**src/rtl/dmem_arb_pkg.sv**
```systemverilog
// Shared types for the data-memory arbiter.
// Owner encoding, request bundle and hold-counter width.
package dmem_arb_pkg;

    localparam int HOLD_W     = 4;
    localparam int ARB_ADDR_W = 32;
    localparam int ARB_DATA_W = 32;

    typedef enum logic {
        OWN_M0 = 1'b0,
        OWN_M1 = 1'b1
    } owner_e;

    typedef struct packed {
        logic                  we;
        logic [ARB_ADDR_W-1:0] addr;
        logic [ARB_DATA_W-1:0] wdata;
    } mem_req_t;

endpackage

```
**src/rtl/rr_pick2.sv**
```systemverilog
// Two-way round-robin winner select with a bounded hold window.
// A zero hold count (no grant last cycle) hands contention to the other port.
module rr_pick2
    import dmem_arb_pkg::*;
#(
    parameter int MAX_HOLD = 4
) (
    input  logic [1:0]        req_i,
    input  owner_e            last_owner_i,
    input  logic [HOLD_W-1:0] hold_cnt_i,
    output logic [1:0]        gnt_o,
    output owner_e            win_o
);

    localparam logic [HOLD_W-1:0] MAX_Q = HOLD_W'(MAX_HOLD);

    logic   keep;
    owner_e other;

    assign keep  = (hold_cnt_i != '0) && (hold_cnt_i < MAX_Q);
    assign other = (last_owner_i == OWN_M0) ? OWN_M1 : OWN_M0;

    // Pick the winner and produce a one-hot grant.
    always_comb begin
        gnt_o = 2'b00;
        win_o = last_owner_i;
        unique case (1'b1)
            (req_i == 2'b01): begin
                win_o = OWN_M0;
                gnt_o = 2'b01;
            end
            (req_i == 2'b10): begin
                win_o = OWN_M1;
                gnt_o = 2'b10;
            end
            (req_i == 2'b11): begin
                win_o = keep ? last_owner_i : other;
                gnt_o = (win_o == OWN_M0) ? 2'b01 : 2'b10;
            end
            default: ;
        endcase
    end

endmodule

```
**src/rtl/dmem_arbiter.sv**
```systemverilog
// Two-port arbiter in front of the single-port data memory.
// Optional perf counters: define DMEM_ARB_PERF_EN.
module dmem_arbiter
    import dmem_arb_pkg::*;
#(
    parameter int ADDR_W   = ARB_ADDR_W,
    parameter int DATA_W   = ARB_DATA_W,
    parameter int MAX_HOLD = 4
) (
    input  logic              clk,
    input  logic              rst,
    input  logic              m0_req,
    input  logic              m0_we,
    input  logic [ADDR_W-1:0] m0_addr,
    input  logic [DATA_W-1:0] m0_wdata,
    output logic              m0_gnt,
    output logic              m0_rvalid,
    output logic [DATA_W-1:0] m0_rdata,
    input  logic              m1_req,
    input  logic              m1_we,
    input  logic [ADDR_W-1:0] m1_addr,
    input  logic [DATA_W-1:0] m1_wdata,
    output logic              m1_gnt,
    output logic              m1_rvalid,
    output logic [DATA_W-1:0] m1_rdata,
    output logic              MemRead,
    output logic              MemWrite,
    output logic [ADDR_W-1:0] mem_addr,
    output logic [DATA_W-1:0] mem_wdata,
    input  logic [DATA_W-1:0] mem_rdata,
    output logic              busy
`ifdef DMEM_ARB_PERF_EN
    ,
    output logic [31:0]       perf_grant0,
    output logic [31:0]       perf_grant1,
    output logic [31:0]       perf_stall
`endif
);

    localparam logic [HOLD_W-1:0] MAX_Q = HOLD_W'(MAX_HOLD);

    owner_e              last_owner_q, last_owner_d;
    logic [HOLD_W-1:0]   hold_cnt_q, hold_cnt_d;
    logic [1:0]          rd_pend_q, rd_pend_d;
    logic [DATA_W-1:0]   rdata_q, rdata_d;

    logic [1:0] pick_gnt;
    logic [1:0] gnt;
    owner_e     pick_win;
    logic       any_gnt;
    logic       other_req;
    mem_req_t   m0_r, m1_r, win_r;

    rr_pick2 #(
        .MAX_HOLD (MAX_HOLD)
    ) u_pick (
        .req_i        ({m1_req, m0_req}),
        .last_owner_i (last_owner_q),
        .hold_cnt_i   (hold_cnt_q),
        .gnt_o        (pick_gnt),
        .win_o        (pick_win)
    );

    assign m0_r = '{we: m0_we, addr: m0_addr, wdata: m0_wdata};
    assign m1_r = '{we: m1_we, addr: m1_addr, wdata: m1_wdata};

    // No grant may leave the arbiter while reset is held.
    assign gnt       = rst ? 2'b00 : pick_gnt;
    assign any_gnt   = |gnt;
    assign win_r     = (pick_win == OWN_M0) ? m0_r : m1_r;
    assign other_req = (pick_win == OWN_M0) ? m1_req : m0_req;

    // State register: owner, hold window, read return.
    always_ff @(posedge clk) begin
        if (rst) begin
            last_owner_q <= OWN_M1;
            hold_cnt_q   <= '0;
            rd_pend_q    <= 2'b00;
            rdata_q      <= '0;
        end else begin
            last_owner_q <= last_owner_d;
            hold_cnt_q   <= hold_cnt_d;
            rd_pend_q    <= rd_pend_d;
            rdata_q      <= rdata_d;
        end
    end

    // Next state: hold counting and read capture on a grant.
    always_comb begin
        last_owner_d = last_owner_q;
        hold_cnt_d   = '0;
        rd_pend_d    = 2'b00;
        rdata_d      = rdata_q;
        if (any_gnt) begin
            last_owner_d = pick_win;
            if ((pick_win == last_owner_q) && other_req) begin
                hold_cnt_d = (hold_cnt_q >= MAX_Q) ?
                             MAX_Q : hold_cnt_q + 1'b1;
            end else begin
                hold_cnt_d = HOLD_W'(1);
            end
            if (!win_r.we) begin
                rd_pend_d = gnt;
                rdata_d   = mem_rdata;
            end
        end
    end

    // Outputs: memory drive, grants and gated read return.
    always_comb begin
        m0_gnt    = gnt[0];
        m1_gnt    = gnt[1];
        MemWrite  = any_gnt & win_r.we;
        MemRead   = any_gnt & ~win_r.we;
        mem_addr  = any_gnt ? win_r.addr : '0;
        mem_wdata = any_gnt ? win_r.wdata : '0;
        m0_rvalid = rd_pend_q[0] & ~rst;
        m1_rvalid = rd_pend_q[1] & ~rst;
        m0_rdata  = m0_rvalid ? rdata_q : '0;
        m1_rdata  = m1_rvalid ? rdata_q : '0;
        busy      = m0_req | m1_req;
    end

`ifdef DMEM_ARB_PERF_EN
    logic [31:0] pg0_q, pg1_q, pst_q;
    logic [1:0]  stall;

    assign stall = {m1_req & ~gnt[1], m0_req & ~gnt[0]};

    // Wrapping grant and stall counters.
    always_ff @(posedge clk) begin
        if (rst) begin
            pg0_q <= '0;
            pg1_q <= '0;
            pst_q <= '0;
        end else begin
            pg0_q <= pg0_q + {31'b0, gnt[0]};
            pg1_q <= pg1_q + {31'b0, gnt[1]};
            pst_q <= pst_q + {31'b0, stall[0]}
                           + {31'b0, stall[1]};
        end
    end

    assign perf_grant0 = pg0_q;
    assign perf_grant1 = pg1_q;
    assign perf_stall  = pst_q;
`endif

endmodule

```
**config.mk**
```make
export PLATFORM = sky130hd
export DESIGN_NAME = dmem_arbiter
export DESIGN_NICKNAME = d
export VERILOG_FILES = /design/src/rtl/dmem_arb_pkg.sv /design/src/rtl/rr_pick2.sv /design/src/rtl/dmem_arbiter.sv
export SDC_FILE = /design/constraint.sdc
export NUM_CORES = 1
export LEC_CHECK = 0
export ABC_AREA = 1
export ABC_CLOCK_PERIOD_IN_PS = 2100
export BUFFER_PORTS_ARGS = -buffer_cell sky130_fd_sc_hd__buf_4
export CELL_PAD_IN_SITES_DETAIL_PLACEMENT = 0
export CELL_PAD_IN_SITES_GLOBAL_PLACEMENT = 1
export CORE_ASPECT_RATIO = 1.2
export CORE_MARGIN = 10
export CORE_UTILIZATION = 22
export DETAILED_ROUTE_END_ITERATION = 16
export GPL_TIMING_DRIVEN = 0
export PLACE_DENSITY_LB_ADDON = 0.1
export SYNTH_ARGS = -nofsm -noshare
export SYNTH_HDL_FRONTEND = slang
export SYNTH_SLANG_ARGS = --single-unit
```
**constraint.sdc**
```tcl
create_clock -name clk -period 2.1 [get_ports clk]
set_clock_uncertainty 0.1 [all_clocks]
set_input_delay 0 -clock clk [delete_from_list [all_inputs] [get_ports clk]]
set_output_delay 0 -clock clk [all_outputs]
set_load 0.02 [all_outputs]
```
==> Word level (Yosys, flattened, before mapping) <==
Index checks and enable logic that the tools add are counted.
{ "word_totals": {"n_memories": 0, "latchBits": 0, "elab_cells": 45, "register_bits": 39, "mem_bits_rw": 0, "romBits": 0, "in_bits": 166} }
{ "classes": {"eq_ne": 4, "n_lt_le_gt_ge": 2, "addsub": 1, "bitwise": 9, "shifts": 0, "muxes": 14, "div": 0, "n_mul": 0, "n_reduce_logical": 9} }
{ "op_table": {"columns": ["op", "count"], "rows": [
  ["32-bit 2-to-1 mux", 4],
  ["65-bit 2-to-1 mux", 1],
  ["2-bit one-hot mux with 3 select lines", 1],
  ["3-bit OR reduction", 2],
  ["4-bit by 1-bit adder with 4-bit output (second input constant)", 1],
  ["1-bit AND", 4],
  ["2-bit == test (second input constant)", 2],
  ["4-bit by 3-bit >= comparator with 1-bit output (second input constant)", 1],
  ["4-bit by 3-bit < comparator with 1-bit output (second input constant)", 1],
  ["1-bit 2-to-1 mux", 4],
  ["2-bit 2-to-1 mux", 2],
  ["1-bit inverter", 4],
  ["4-bit nonzero test", 1],
  ["2-bit OR reduction", 2],
  ["4-bit OR reduction", 1],
  ["3-bit 2-to-1 mux", 1],
  ["1-bit one-hot mux with 3 select lines", 1],
  ["2-bit by 1-bit == test with 1-bit output (second input constant)", 1],
  ["1-bit logical AND", 2],
  ["2-bit AND reduction", 1],
  ["1-bit == test", 1],
  ["1-bit OR", 1]
]} }

==> Longest topological paths before layout <==
{ "logic_depth": {"word_depth": 9, "ltp_mapped": 14, "depth_no_buf": 13} }

==> Modules after synthesis <==
A second synthesis with hierarchy kept.
{ "unflattened": {"hier_cells": 716, "hier_area_um2": 3523.4} }
{ "modules_own_cells": {"columns": ["mod", "cells_each", "area_each_um2", "seq_area_each_um2", "instances"], "rows": [
  ["dmem_arbiter", 697, 3445.8, 780.7, 1],
  ["rr_pick2", 19, 77.6, 0.0, 1]
]} }

==> Worst setup path before layout <==
Ideal clock, no wire load.
{ "synth_timing": {"path_type": "register to output", "start": "register hold_cnt_q[0]", "end": "output mem_wdata[10]", "t_arrival_ns": 1.695, "setup_slack_ns": 0.305, "required_time_ns": 2.000, "path_buffers": 2, "path_stages_with_launch": 14, "cell_sequence": "dfxtp_1 > inv_1 > ha_1 > inv_1 > nand2_1 > nand2_1 > nand3_2 > nand2_4 > nand2_2 > inv_1 > buf_4 > buf_2 > nor2_1 > nor2_1"} }
{ "synth_via": {"elab_chain_cells": 8, "elab_cells_between_ends": 11} }
{ "synth_lines": {"columns": ["element", "line_no", "source"], "rows": [
  ["start: declaration", "dmem_arbiter.sv:43", "logic [HOLD_W-1:0] hold_cnt_q, hold_cnt_d;"],
  ["start signal: assignment", "dmem_arbiter.sv:82", "hold_cnt_q <= hold_cnt_d;"],
  ["4-bit by 3-bit < comparator with 1-bit output / 4-bit nonzero test (equally long branches)", "rr_pick2.sv:20", "assign keep = (hold_cnt_i != '0) && (hold_cnt_i < MAX_Q);"],
  ["1-bit logical AND *", "rr_pick2.sv:20", null],
  ["1-bit 2-to-1 mux *", "rr_pick2.sv:37", "win_o = keep ? last_owner_i : other;"],
  ["2-bit 2-to-1 mux", "rr_pick2.sv:38", "gnt_o = (win_o == OWN_M0) ? 2'b01 : 2'b10;"],
  ["2-bit one-hot mux with 3 select lines", "rr_pick2.sv:27", "unique case (1'b1)"],
  ["2-bit 2-to-1 mux", "dmem_arbiter.sv:68", "assign gnt = rst ? 2'b00 : pick_gnt;"],
  ["2-bit OR reduction", "dmem_arbiter.sv:69", "assign any_gnt = |gnt;"],
  ["32-bit 2-to-1 mux *", "dmem_arbiter.sv:116", "mem_wdata = any_gnt ? win_r.wdata : '0;"],
  ["end: declaration", "dmem_arbiter.sv:29", "output logic [DATA_W-1:0] mem_wdata,"]
]} }
Every way passes the cells marked *; elsewhere a longest branch is shown, timed or not.

==> Final worst setup path <==
{ "layout_timing": {"start": "register hold_cnt_q[0]", "end": "output mem_wdata[7]"} }
Same word-level chain as after synthesis.

==> reports/results.tsv <==
metric	value	unit
status	completed	
final-seq-area	783	um2
hold_path_class	primary input to flip-flop	
cts.sinks	39	
grt_overflow	0	
pin_count	301	
num_vias	4818	
htreeDepth	2	
dpl.hpwl	14.8	mm
cp_slowest_cell	dfxtp_2	
synth_area_leader_cell	nor2_1	
cts.root.buffer_cell	clkbuf_16	
power.share.combinational	49.3	%
syn_area	3200	um2
hp-start	m1_req	
final_max_slew_viol_count	0	
synth_top_cells_by_area	nor2_1, dfxtp_1, inv_1	
clock_latency	280	ps
grtUsageTotal	16.7	%
crit_path_start_kind	flip-flop	
finalNetCount	1124	
post-route-drc-count	0	
required	2000	ps
ys_types	23	
worstSetupPathType	flip-flop to primary output	
numCtsBuffers	5	
multiInputGateArea	2060	um2
switching_share	35.1	%
ant_nets	0	
grt_pass1_vias	4805	
coreArea	14400	um2
synth_nets	773	
clock_path_buffers	2	
crit_chain	inv_2, ha_4, inv_2, nand2_2, nand2_2, nand3_2, nand2_4, nand2_8, inv_8, clkbuf_16, buf_8, nor2_2, nor2_1, buf_4	
die_w	130	um
synthTopCellsByCount	nor2_1, inv_1, nand2_1	
synth_edf_count	0	
rows	48	
fin_ws	42.2	ps
r2r.worst_path.cells	15	
drt_iter0_markers	166	
die_area	19800	um2
hold_depth	4	
fillers	1512	
antenna_cells	0	
r2r-end	rdata_q[29]	
finalCritPeriodShare	98.0	%
ys_seq_area_share	24.4	%
synth_seq_cells	39	
final_area	6800	um2
cp_max_fo	5	
viasPerCell	4.26	
fmax	486	MHz
netSwitchingPower	1.08	mW
yosysWarnings	0	
hold_violations	0	
totalPowerFinal	3.08	mW
clk_pin_slew	50	ps
rsz0062_at_grt	true	
synth.most_common_cell	nor2_1	
setup_violations	0	
slowest_delay	340	ps
die_h	152	um
gp_congestion	0.816	
wirelength	18.4	mm
cts_tree	yes	
seq_power_share	26.5	%
grt_max_degree	12	
fin_hold_ws	31.6	ps
p_clk_share	24.2	%
antenna_found_initial	0	
postSynth.asyncResetShare	0	%
r2r_slack	190	ps
dr.pass1.iters	6	
drv_cap	0	
relSlewSlack	48.5	%
period_needed	2060	ps
power.internal	2.00	mW
syn2layout_area_growth	112	%
peakVddDrop	0.000279	V
placedInstanceArea	5670	um2
postSynthCellCount	605	
grt_pass1_wl	26.1	mm
wire_per_inst	16.2	um
hold_path_end	hold_cnt_q[0]	
dp_slack	17.4	ps
power.leakage	3.62	nW
synth-main-ff-cell	dfxtp_1	
worstSetupEndpointType	primary output	
drive_above_1_share	44.6	%
syn_avg_cell_area	5.29	um2
critPathArrivalTime	1960	ps
synth_top_area_share	27.1	%
port_buffers	300	
r2r_start	hold_cnt_q[0]	
initial_utilization	22.3	%
worstMarginPinSlew	772	ps
power_density	453	nW/um2
## worst max-delay path: cells and delay by family (launching register included)
family | cells | cell delay [ps]
buffers and inverters | 6 | 590
AND/OR/NAND/NOR | 7 | 580
flip-flops | 1 | 340
adder cells (fa/ha/maj) | 1 | 150
## routing by layer
layer  GRT usage [%]  up-vias  wire (um)
met4            3.17        0        208
met3            6.93       12       1940
met2            32.0      195      10100
met5               0        -          0
li1                -     2510          -
met1            16.0     2101       6170
## repair_timing
item,CTS,global route
pin swaps,10,46
resized for setup,81,112
endpoints found under the hold margin,32,0
buffers inserted,3,1
cloned,0,8
hold buffers,32,0
setup endpoints to repair,62,67
## per-stage QoR
stage / TNS [ps] / instances / utilization (%)
2_1_floorplan: 0 / 605 / -
3_3_place_gp: 0 / 1080 / 39.5
3_5_place_dp: 0 / 1080 / 39.5
4_1_cts: -437 / 1122 / 43.7
5_1_grt: -2530 / 1131 / 47.4
6_report: 0 / 1131 / 47.4
## cell usage in the layout (no fill, tap or decap), types with 13 or more instances in the layout
cell / count
inv_1: 99
nor2_2: 27
dfxtp_1: 37
buf_4: 302
o21ai_2: 28
o21ai_1: 30
nor2_1: 201
nand4_1: 32
nand2_1: 70
clkbuf_16: 13
clkbuf_1: 17
dlygate4sd3_1: 32
## power groups by stage
stage               registers (mW)  logic (mW)  clock network (mW)
detailed placement           0.832        1.20                   0
CTS                          0.816        1.33               0.767
floorplan                    0.828       0.630                   0
finish                       0.816        1.52               0.746
global route                 0.822        1.65               0.798
global placement             0.830        1.19                   0
## kinds of logic after synthesis
logic type,after synthesis,synth area share [%]
flops,39,24.4
other cells,1,0.117
compound gates,66,10.3
fa+ha+maj,2,0.781
simple gates,346,45.0
buf+inv,151,19.4
## worst max-delay path by stage
| stage | start | end | slack [ps] | cells past startpoint |
|---|---|---|---|---|
| final | hold_cnt_q[0] | mem_wdata[7] | 40 | 14 |
| after detailed placement | hold_cnt_q[0] | mem_wdata[9] | 20 | 12 |
| after global placement | hold_cnt_q[0] | mem_wdata[1] | 50 | 12 |
| after global routing | hold_cnt_q[0] | mem_wdata[0] | -70 | 14 |
| after floorplan | hold_cnt_q[0] | mem_wdata[10] | 300 | 13 |
| after CTS | hold_cnt_q[0] | mem_addr[6] | -30 | 13 |
## final cells by class
cell class	count	share of cell area, %
Tap cell	175	3.22
Clock inverter	1	0.0736
Buffer	42	5.24
Timing Repair Buffer	344	41.5
Inverter	109	6.13
Sequential cell	39	11.5
Clock buffer	6	2.04
Multi-Input combinational cell	415	30.3
## state kept, by name, indices dropped and copies added, names as in the netlist
register	cells
hold_cnt_q	4
last_owner_q	1
rd_pend_q	2
rdata_q	32
Power figures use the tool's default switching activity.
